[config.mk]
export PLATFORM = sky130hd
export DESIGN_NAME = apb_master_flat
export DESIGN_NICKNAME = d
export VERILOG_FILES = /design/src/rtl/apb_pkg.sv /design/src/rtl/apb_master_if.sv /design/src/rtl/apb_cmd_fifo.sv /design/src/rtl/apb_master.sv /design/src/flat_wrapper.sv
export SDC_FILE = /design/constraint.sdc
export NUM_CORES = 1
export LEC_CHECK = 0
export CORE_MARGIN = 2
export CORE_UTILIZATION = 45
export CTS_BUF_LIST = sky130_fd_sc_hd__clkbuf_4 sky130_fd_sc_hd__clkbuf_8 sky130_fd_sc_hd__clkbuf_16
export DETAILED_ROUTE_END_ITERATION = 16
export HOLD_SLACK_MARGIN = 0.02
export PLACE_DENSITY = 0.66
export SETUP_SLACK_MARGIN = 0.5
export SYNTH_ARGS = -nofsm -noshare
export SYNTH_HDL_FRONTEND = slang
export SYNTH_SLANG_ARGS = --single-unit
[constraint.sdc]
create_clock -name p_clk -period 3.22 [get_ports p_clk]
set_clock_uncertainty 0.05 [all_clocks]
set_input_delay 0.483 -clock p_clk [delete_from_list [all_inputs] [get_ports p_clk]]
set_output_delay 0.483 -clock p_clk [all_outputs]
set_load 0.05 [all_outputs]
[src/rtl/apb_pkg.sv]
// Shared types and defaults for the APB master: FSM state encoding and the
// queued command format.
package apb_pkg;

    localparam int APB_A_WIDTH = 8;
    localparam int APB_D_WIDTH = 8;
    localparam int APB_TIMEOUT = 16;

    typedef enum logic [1:0] {
        IDLE,
        SETUP,
        ACCESS
    } apb_state_e;

    typedef struct packed {
        logic                   write;
        logic [APB_A_WIDTH-1:0] addr;
        logic [APB_D_WIDTH-1:0] wdata;
    } apb_cmd_t;

endpackage

[src/rtl/apb_master_if.sv]
// APB bus signals shared between one master and one slave.
interface apb_master_if
    import apb_pkg::*;
#(
    parameter int A_WIDTH = APB_A_WIDTH,
    parameter int D_WIDTH = APB_D_WIDTH
);

    logic               p_sel;
    logic               p_enable;
    logic               p_write;
    logic [A_WIDTH-1:0] p_addr;
    logic [D_WIDTH-1:0] wr_data;
    logic [D_WIDTH-1:0] rd_data;
    logic               p_ready;

    modport master (
        output p_sel, p_enable, p_write, p_addr, wr_data,
        input  rd_data, p_ready
    );

    modport slave (
        input  p_sel, p_enable, p_write, p_addr, wr_data,
        output rd_data, p_ready
    );

endinterface

[src/rtl/apb_cmd_fifo.sv]
// Synchronous command FIFO; pointers carry one extra wrap bit so full and
// empty are distinguishable without a separate occupancy counter.
module apb_cmd_fifo
    import apb_pkg::*;
#(
    parameter int DEPTH = 4
) (
    input  logic     p_clk,
    input  logic     p_rstn,
    input  logic     push,
    input  apb_cmd_t din,
    input  logic     pop,
    output logic     full,
    output logic     empty,
    output apb_cmd_t dout
);

    localparam int IW = $clog2(DEPTH);

    logic [IW:0] r_wptr;
    logic [IW:0] r_rptr;
    apb_cmd_t    r_mem [DEPTH];

    logic w_wr;
    logic w_rd;

    assign w_wr  = push && !full;
    assign w_rd  = pop && !empty;
    assign empty = (r_wptr == r_rptr);
    assign full  = (r_wptr[IW] != r_rptr[IW]) && (r_wptr[IW-1:0] == r_rptr[IW-1:0]);
    assign dout  = r_mem[r_rptr[IW-1:0]];

    // NOTE: non-blocking assignments in every clocked block, so all
    // registers update together from values sampled before the edge.
    always_ff @(posedge p_clk or negedge p_rstn) begin
        if (!p_rstn) begin
            r_wptr <= '0;
            r_rptr <= '0;
        end else begin
            if (w_wr) r_wptr <= r_wptr + 1'b1;
            if (w_rd) r_rptr <= r_rptr + 1'b1;
        end
    end

    // NOTE: storage is deliberately not reset; an entry is only read after
    // it has been written, so resetting the pointers is sufficient.
    always_ff @(posedge p_clk) begin
        if (w_wr) r_mem[r_wptr[IW-1:0]] <= din;
    end

endmodule

[src/rtl/apb_master.sv]
// Command-stream to APB bridge: queues commands, runs IDLE/SETUP/ACCESS and
// returns one response per command, with a bounded p_ready wait.
module apb_master
    import apb_pkg::*;
#(
    parameter int A_WIDTH   = APB_A_WIDTH,
    parameter int D_WIDTH   = APB_D_WIDTH,
    parameter int CMD_DEPTH = 4,
    parameter int TIMEOUT   = APB_TIMEOUT
) (
    input  logic               p_clk,
    input  logic               p_rstn,

    input  logic               cmd_valid,
    output logic               cmd_ready,
    input  logic               cmd_write,
    input  logic [A_WIDTH-1:0] cmd_addr,
    input  logic [D_WIDTH-1:0] cmd_wdata,

    output logic               rsp_valid,
    output logic [D_WIDTH-1:0] rsp_rdata,
    output logic               rsp_err,
    output logic               busy,

    apb_master_if.master       bus
);

    localparam int CW = $clog2(TIMEOUT + 1);

    apb_state_e         r_state;
    logic [CW-1:0]      r_cnt;
    logic               r_p_sel;
    logic               r_p_enable;
    logic               r_p_write;
    logic [A_WIDTH-1:0] r_p_addr;
    logic [D_WIDTH-1:0] r_wr_data;
    logic               r_rsp_valid;
    logic [D_WIDTH-1:0] r_rsp_rdata;
    logic               r_rsp_err;

    apb_cmd_t w_din;
    apb_cmd_t w_head;
    logic     w_full;
    logic     w_empty;
    logic     w_timeout;
    logic     w_complete;
    logic     w_pop;

    assign w_din = '{write: cmd_write, addr: cmd_addr, wdata: cmd_wdata};

    assign w_timeout  = !bus.p_ready && (r_cnt == CW'(TIMEOUT - 1));
    assign w_complete = (r_state == ACCESS) && (bus.p_ready || w_timeout);
    assign w_pop      = !w_empty && ((r_state == IDLE) || w_complete);

    apb_cmd_fifo #(
        .DEPTH (CMD_DEPTH)
    ) u_fifo (
        .p_clk  (p_clk),
        .p_rstn (p_rstn),
        .push   (cmd_valid && cmd_ready),
        .din    (w_din),
        .pop    (w_pop),
        .full   (w_full),
        .empty  (w_empty),
        .dout   (w_head)
    );

    always_ff @(posedge p_clk or negedge p_rstn) begin
        if (!p_rstn) begin
            r_state     <= IDLE;
            r_cnt       <= '0;
            r_p_sel     <= 1'b0;
            r_p_enable  <= 1'b0;
            r_p_write   <= 1'b0;
            r_p_addr    <= '0;
            r_wr_data   <= '0;
            r_rsp_valid <= 1'b0;
            r_rsp_rdata <= '0;
            r_rsp_err   <= 1'b0;
        end else begin
            r_rsp_valid <= 1'b0;
            case (r_state)
                IDLE: begin
                    if (!w_empty) begin
                        r_p_addr  <= w_head.addr;
                        r_p_write <= w_head.write;
                        r_wr_data <= w_head.write ? w_head.wdata : '0;
                        r_p_sel   <= 1'b1;
                        r_state   <= SETUP;
                    end
                end
                SETUP: begin
                    r_p_enable <= 1'b1;
                    r_cnt      <= '0;
                    r_state    <= ACCESS;
                end
                ACCESS: begin
                    if (w_complete) begin
                        r_rsp_valid <= 1'b1;
                        r_rsp_err   <= !bus.p_ready;
                        r_rsp_rdata <= (bus.p_ready && !r_p_write) ? bus.rd_data : '0;
                        r_p_enable  <= 1'b0;
                        // Chain straight into the next SETUP so p_sel never drops.
                        if (!w_empty) begin
                            r_p_addr  <= w_head.addr;
                            r_p_write <= w_head.write;
                            r_wr_data <= w_head.write ? w_head.wdata : '0;
                            r_state   <= SETUP;
                        end else begin
                            r_p_sel <= 1'b0;
                            r_state <= IDLE;
                        end
                    end else begin
                        r_cnt <= r_cnt + CW'(1);
                    end
                end
                default: begin
                    r_p_sel    <= 1'b0;
                    r_p_enable <= 1'b0;
                    r_state    <= IDLE;
                end
            endcase
        end
    end

    assign cmd_ready = !w_full;
    assign busy      = (r_state != IDLE) || !w_empty;

    assign rsp_valid = r_rsp_valid;
    assign rsp_rdata = r_rsp_rdata;
    assign rsp_err   = r_rsp_err;

    assign bus.p_sel    = r_p_sel;
    assign bus.p_enable = r_p_enable;
    assign bus.p_write  = r_p_write;
    assign bus.p_addr   = r_p_addr;
    assign bus.wr_data  = r_wr_data;

endmodule
[src/flat_wrapper.sv]
// flat-port wrapper written by rule: the top's interface ports become plain ports
module apb_master_flat import apb_pkg::*;
#(
    parameter int A_WIDTH   = APB_A_WIDTH,
    parameter int D_WIDTH   = APB_D_WIDTH,
    parameter int CMD_DEPTH = 4,
    parameter int TIMEOUT   = APB_TIMEOUT
)
  (p_clk, p_rstn, cmd_valid, cmd_ready, cmd_write, cmd_addr, cmd_wdata, rsp_valid, rsp_rdata, rsp_err, busy, bus_p_sel, bus_p_enable, bus_p_write, bus_p_addr, bus_wr_data, bus_rd_data, bus_p_ready);
  apb_master_if #(.A_WIDTH(A_WIDTH), .D_WIDTH(D_WIDTH)) bus_i ();
  input  logic p_clk;
  input  logic p_rstn;
  input  logic cmd_valid;
  output logic cmd_ready;
  input  logic cmd_write;
  input  logic [A_WIDTH-1:0] cmd_addr;
  input  logic [D_WIDTH-1:0] cmd_wdata;
  output logic rsp_valid;
  output logic [D_WIDTH-1:0] rsp_rdata;
  output logic rsp_err;
  output logic busy;
  output wire logic [$bits(bus_i.p_sel)-1:0] bus_p_sel;
  output wire logic [$bits(bus_i.p_enable)-1:0] bus_p_enable;
  output wire logic [$bits(bus_i.p_write)-1:0] bus_p_write;
  output wire logic [$bits(bus_i.p_addr)-1:0] bus_p_addr;
  output wire logic [$bits(bus_i.wr_data)-1:0] bus_wr_data;
  input wire logic [$bits(bus_i.rd_data)-1:0] bus_rd_data;
  input wire logic [$bits(bus_i.p_ready)-1:0] bus_p_ready;
  assign bus_p_sel = bus_i.p_sel;
  assign bus_p_enable = bus_i.p_enable;
  assign bus_p_write = bus_i.p_write;
  assign bus_p_addr = bus_i.p_addr;
  assign bus_wr_data = bus_i.wr_data;
  assign bus_i.rd_data = bus_rd_data;
  assign bus_i.p_ready = bus_p_ready;
  apb_master #(.A_WIDTH(A_WIDTH), .D_WIDTH(D_WIDTH), .CMD_DEPTH(CMD_DEPTH), .TIMEOUT(TIMEOUT)) u_core (.p_clk(p_clk), .p_rstn(p_rstn), .cmd_valid(cmd_valid), .cmd_ready(cmd_ready), .cmd_write(cmd_write), .cmd_addr(cmd_addr), .cmd_wdata(cmd_wdata), .rsp_valid(rsp_valid), .rsp_rdata(rsp_rdata), .rsp_err(rsp_err), .busy(busy), .bus(bus_i));
endmodule
==> Implementation_results.wiki <==
{| class="wikitable"
! Metric !! Value
|-
| First-pass GRT wire length || 12000 um
|-
| Via count || approximately 2.3k
|-
| Worst path setup slack after routing || 0.822 ns
|-
| Number of nets in the finished design || ~370
|-
| Number of sinks driven by the clock tree || 110
|-
| Maximum clock frequency || between 400 and 500 MHz
|-
| Critical-path top delay cell || sky130_fd_sc_hd__dfrtp_1
|-
| Drt wl/cell || around 16 um
|-
| Final routed DRC violation total || 0
|-
| Total of max-cap violations || 0
|-
| Die extent in x || about 100 um
|-
| Hold buffers post-CTS || 0
|-
| Number of instances in the synthesized netlist || around 270
|-
| Maximum vdd ir drop || between 0.4 and 0.5 mV
|-
| Vias per cell || 4.93
|-
| Standard-cell row count || 36
|-
| Data required time of the worst path || 2.69 ns
|-
| Standby leakage power || just under 2 nW
|-
| Number of global-route vias before repair || roughly 2.3k
|-
| Most frequently used flop master after synthesis || sky130_fd_sc_hd__edfxtp_1
|-
| Final wirelength || between 7000 and 8000 um
|-
| Synth Warn # || 0
|-
| Area added between synthesis and finish || 20.9%
|-
| Worst-Skew Late Latency || between 0.3 and 0.4 ns
|-
| Fraction of registers with async set or reset after synthesis || 0.382
|-
| Final setup violation count || 0
|-
| RSZ-0062 raised after global routing || false
|-
| H-tree depth || 3
|-
| DP Worst Slack || 0.869 ns
|-
| Critical Path Fanout Max || 9
|-
| Sw Ratio || 0.397
|-
| CTS buffer count || 9
|-
| Final core utilization || 0.550
|-
| Number of nets produced by synthesis || 309
|-
| Wl on met1 || between 3000 and 4000 um
|-
| DRC marker count from the first detailed-route iteration || a little over 90
|-
| DPL Wire Length || around 4900 um
|-
| Cell chosen for the clock root || sky130_fd_sc_hd__clkbuf_8
|-
| Syn Area/Cell || roughly 16 um^2
|-
| Mapped Area || 4390 um^2
|-
| Number of buffers and inverters on the critical path || 1
|-
| Number of enable flip-flop cells after synthesis || 68
|-
| Worst path top cell family by delay || flip-flops
|-
| Part of the power in registers || 0.424
|-
| Highest routing layer actually used || met4
|-
| Final Max Tran Viols || 0
|-
| Outcome || finished clean
|-
| Cells taking the most area after synthesis || sky130_fd_sc_hd__edfxtp_1 47%, sky130_fd_sc_hd__dfrtp_1 24%, sky130_fd_sc_hd__mux4_2 8.2%
|-
| Cell count after placement || 460
|-
| Min-delay worst type || primary input to asynchronous set/reset pin
|-
| Worst setup EP type || output pin
|-
| Maximum number of pins on one net before global-route repair || 43
|-
| Power share of the combinational group || 0.428
|-
| Worst Tran Pin Value || between 0.9 and 1 ns
|-
| Antenna-violating nets left || 0
|-
| Placeable Area || just under 10000 um^2
|-
| Total routing resource utilization after global routing || 0.153
|-
| TritonCTS clock tree || done
|-
| Number of optimization iterations in the first detailed-route pass || 4
|-
| Delay of the slowest critical-path stage || roughly 0.56 ns
|-
| Proportion of power drawn by the clock network || 0.148
|-
| Startpoint-to-endpoint class of the critical path || flip-flop to output pin
|-
| Routability congestion estimate || 0.774
|-
| Design internal power || about 0.0031 W
|-
| Proportion of synthesized chip area in sequential cells || 0.705
|-
| Post-synthesis cell type count || 38
|-
| CP arrival || roughly 1.9 ns
|-
| Power per unit of standard cell area || between 900 and 1000 nW/um^2
|-
| IO Port Bufs || between 50 and 60
|-
| Sum of overflow across all layers after global routing || 0
|-
| Layout cell share with drive strength beyond 1 || 0.128
|-
| Setup total negative slack || 0 ns
|-
| Number of hold-slack violations in the final timing report || 0
|-
| Area share of the largest cell type after synthesis || 0.465
|-
| Synthesized flop and latch total || 110
|-
| Series of cell instances along the critical path || xor2_1, nor3_1, nand2_1, buf_4
|-
| Worst slew margin relative to its limit || 0.363
|-
| Layout Cells excl Fill || 476
|-
| Number of gates resized after cts || 0
|-
| Number of ports placed on the die boundary || 60
|-
| Clock transition at the register clock pins on the worst setup and hold paths after CTS || approximately 0.10 ns
|-
| Number of buffers between clock root and the deepest sink || 2
|-
| Commonest cells post-synth || 68 x sky130_fd_sc_hd__edfxtp_1, 42 x sky130_fd_sc_hd__dfrtp_1, 30 x sky130_fd_sc_hd__nand2_1, 16 x sky130_fd_sc_hd__mux4_2, 14 x sky130_fd_sc_hd__inv_1
|-
| Net switching power || 0.00205 W
|-
| Antenna diode count || 0
|-
| Die height || around 100 um
|-
| Minimum clock period || 2.40 ns
|-
| Initial core utilization || 0.455
|-
| Post-synthesis cell type with the largest combined area || sky130_fd_sc_hd__edfxtp_1
|-
| Final critical-path share of the clock period || 0.745
|-
| Total die area || approximately 11000 um^2
|-
| Total length of routed met2 wires || roughly 3700 um
|-
| Worst slack on hold paths || 0.210 ns
|-
| Wire length on met3 || around 340 um
|-
| CP Launch Type || flip-flop
|-
| Most common cell in the netlist || sky130_fd_sc_hd__edfxtp_1
|-
| Number of antenna violations at the first check in global routing || 0
|-
| Number of buffers added for setup after CTS || 0
|}
-- state kept, by name (all words and copies together) (netlist names) --
| signal | cells |
|---|---|
| u_core.bus.p_sel | 1 |
| u_core.u_fifo.r_wptr | 3 |
| u_core.bus.p_write | 1 |
| u_core.rsp_rdata | 8 |
| u_core.u_fifo.r_mem | 68 |
| u_core.u_fifo.r_rptr | 3 |
| u_core.bus.wr_data | 8 |
| u_core.rsp_valid | 1 |
| u_core.bus.p_addr | 8 |
| u_core.r_cnt | 5 |
| u_core.r_state | 2 |
| u_core.rsp_err | 1 |
| u_core.bus.p_enable | 1 |
-- metrics by stage --
stage	instance area (um^2)	total power, W
global route	5310	0.00550
detailed placement	5120	0.00449
finish	5310	0.00517
CTS	5310	0.00526
global placement	5120	0.00443
floorplan	4390	0.00381
-- layout by cell type, fill, tap and decap left out, drive strengths merged, types with 3 or more instances in the layout --
master | netlist | routed
nand2 | 30 | 30
ha | 7 | 7
o21ai | 13 | 13
dfrtp | 42 | 42
clkinv | 0 | 3
nor2 | 7 | 7
nor2b | 4 | 4
mux2i | 5 | 5
clkbuf | 2 | 9
xor2 | 5 | 5
clkdlybuf4s50 | 0 | 56
and2 | 4 | 4
o2bb2ai | 3 | 3
o31ai | 8 | 8
inv | 14 | 17
edfxtp | 68 | 68
mux4 | 16 | 16
xnor2 | 5 | 5
mux2 | 11 | 11
buf | 10 | 10
-- logic make-up (layout without fill, tap and decap cells) --
| group | count (synthesis) | in the layout | share of synthesized area |
|---|---|---|---|
| buf+inv | 26 | 96 | 0.0265 |
| fa+ha+maj | 7 | 7 | 0.0200 |
| mux | 32 | 32 | 0.122 |
| simple gates | 55 | 55 | 0.0573 |
| xor+xnor | 10 | 10 | 0.0200 |
| compound gates | 33 | 33 | 0.0499 |
| flops | 110 | 110 | 0.705 |
-- power groups by stage --
stage               sequential, W  clock, W  combinational (W)
finish                    0.00219  0.000764            0.00221
global route              0.00224  0.000842            0.00242
CTS                       0.00220  0.000797            0.00226
detailed placement        0.00223         0            0.00226
global placement          0.00222         0            0.00222
floorplan                 0.00265         0            0.00116
-- final cells by class --
type                    instances  area [um^2]
well taps                     133          166
clock inverters                 7         56.3
inverters                      14         52.6
flip-flops and latches        110         3090
multi-input cells             137         1180
fillers                       834         4330
repair buffers                 66          633
clock buffers                   9          124
-- routing by layer --
| metal | vias up | track usage |
|---|---|---|
| li1 | 1135 | - |
| met1 | 1159 | 0.198 |
| met2 | 50 | 0.258 |
| met3 | 5 | 0.0420 |
| met4 | 0 | 0.0395 |
| met5 | - | 0 |
-- worst paths after layout --
kind                            slack, ns                                start  cells after the start                          endpoint
min in group p_clk                   0.44      u_core.rsp_rdata[6]$_DFFE_PN0P_                      2   u_core.rsp_rdata[6]$_DFFE_PN0P_
worst min-delay path                 0.21                               p_rstn                      1   u_core.bus.p_enable$_DFFE_PN0P_
max in group asynchronous            2.30                               p_rstn                      1  u_core.bus.p_addr[2]$_DFFE_PN0P_
worst max register to register       0.85          u_core.r_cnt[0]$_DFFE_PN0P_                      7  u_core.bus.p_addr[4]$_DFFE_PN0P_
worst min register to register       0.44      u_core.rsp_rdata[6]$_DFFE_PN0P_                      2   u_core.rsp_rdata[6]$_DFFE_PN0P_
worst max-delay path                 0.82  u_core.u_fifo.r_rptr[1]$_DFFE_PN0P_                      4                              busy
Note: power is estimated with default switching activity, not from simulation.
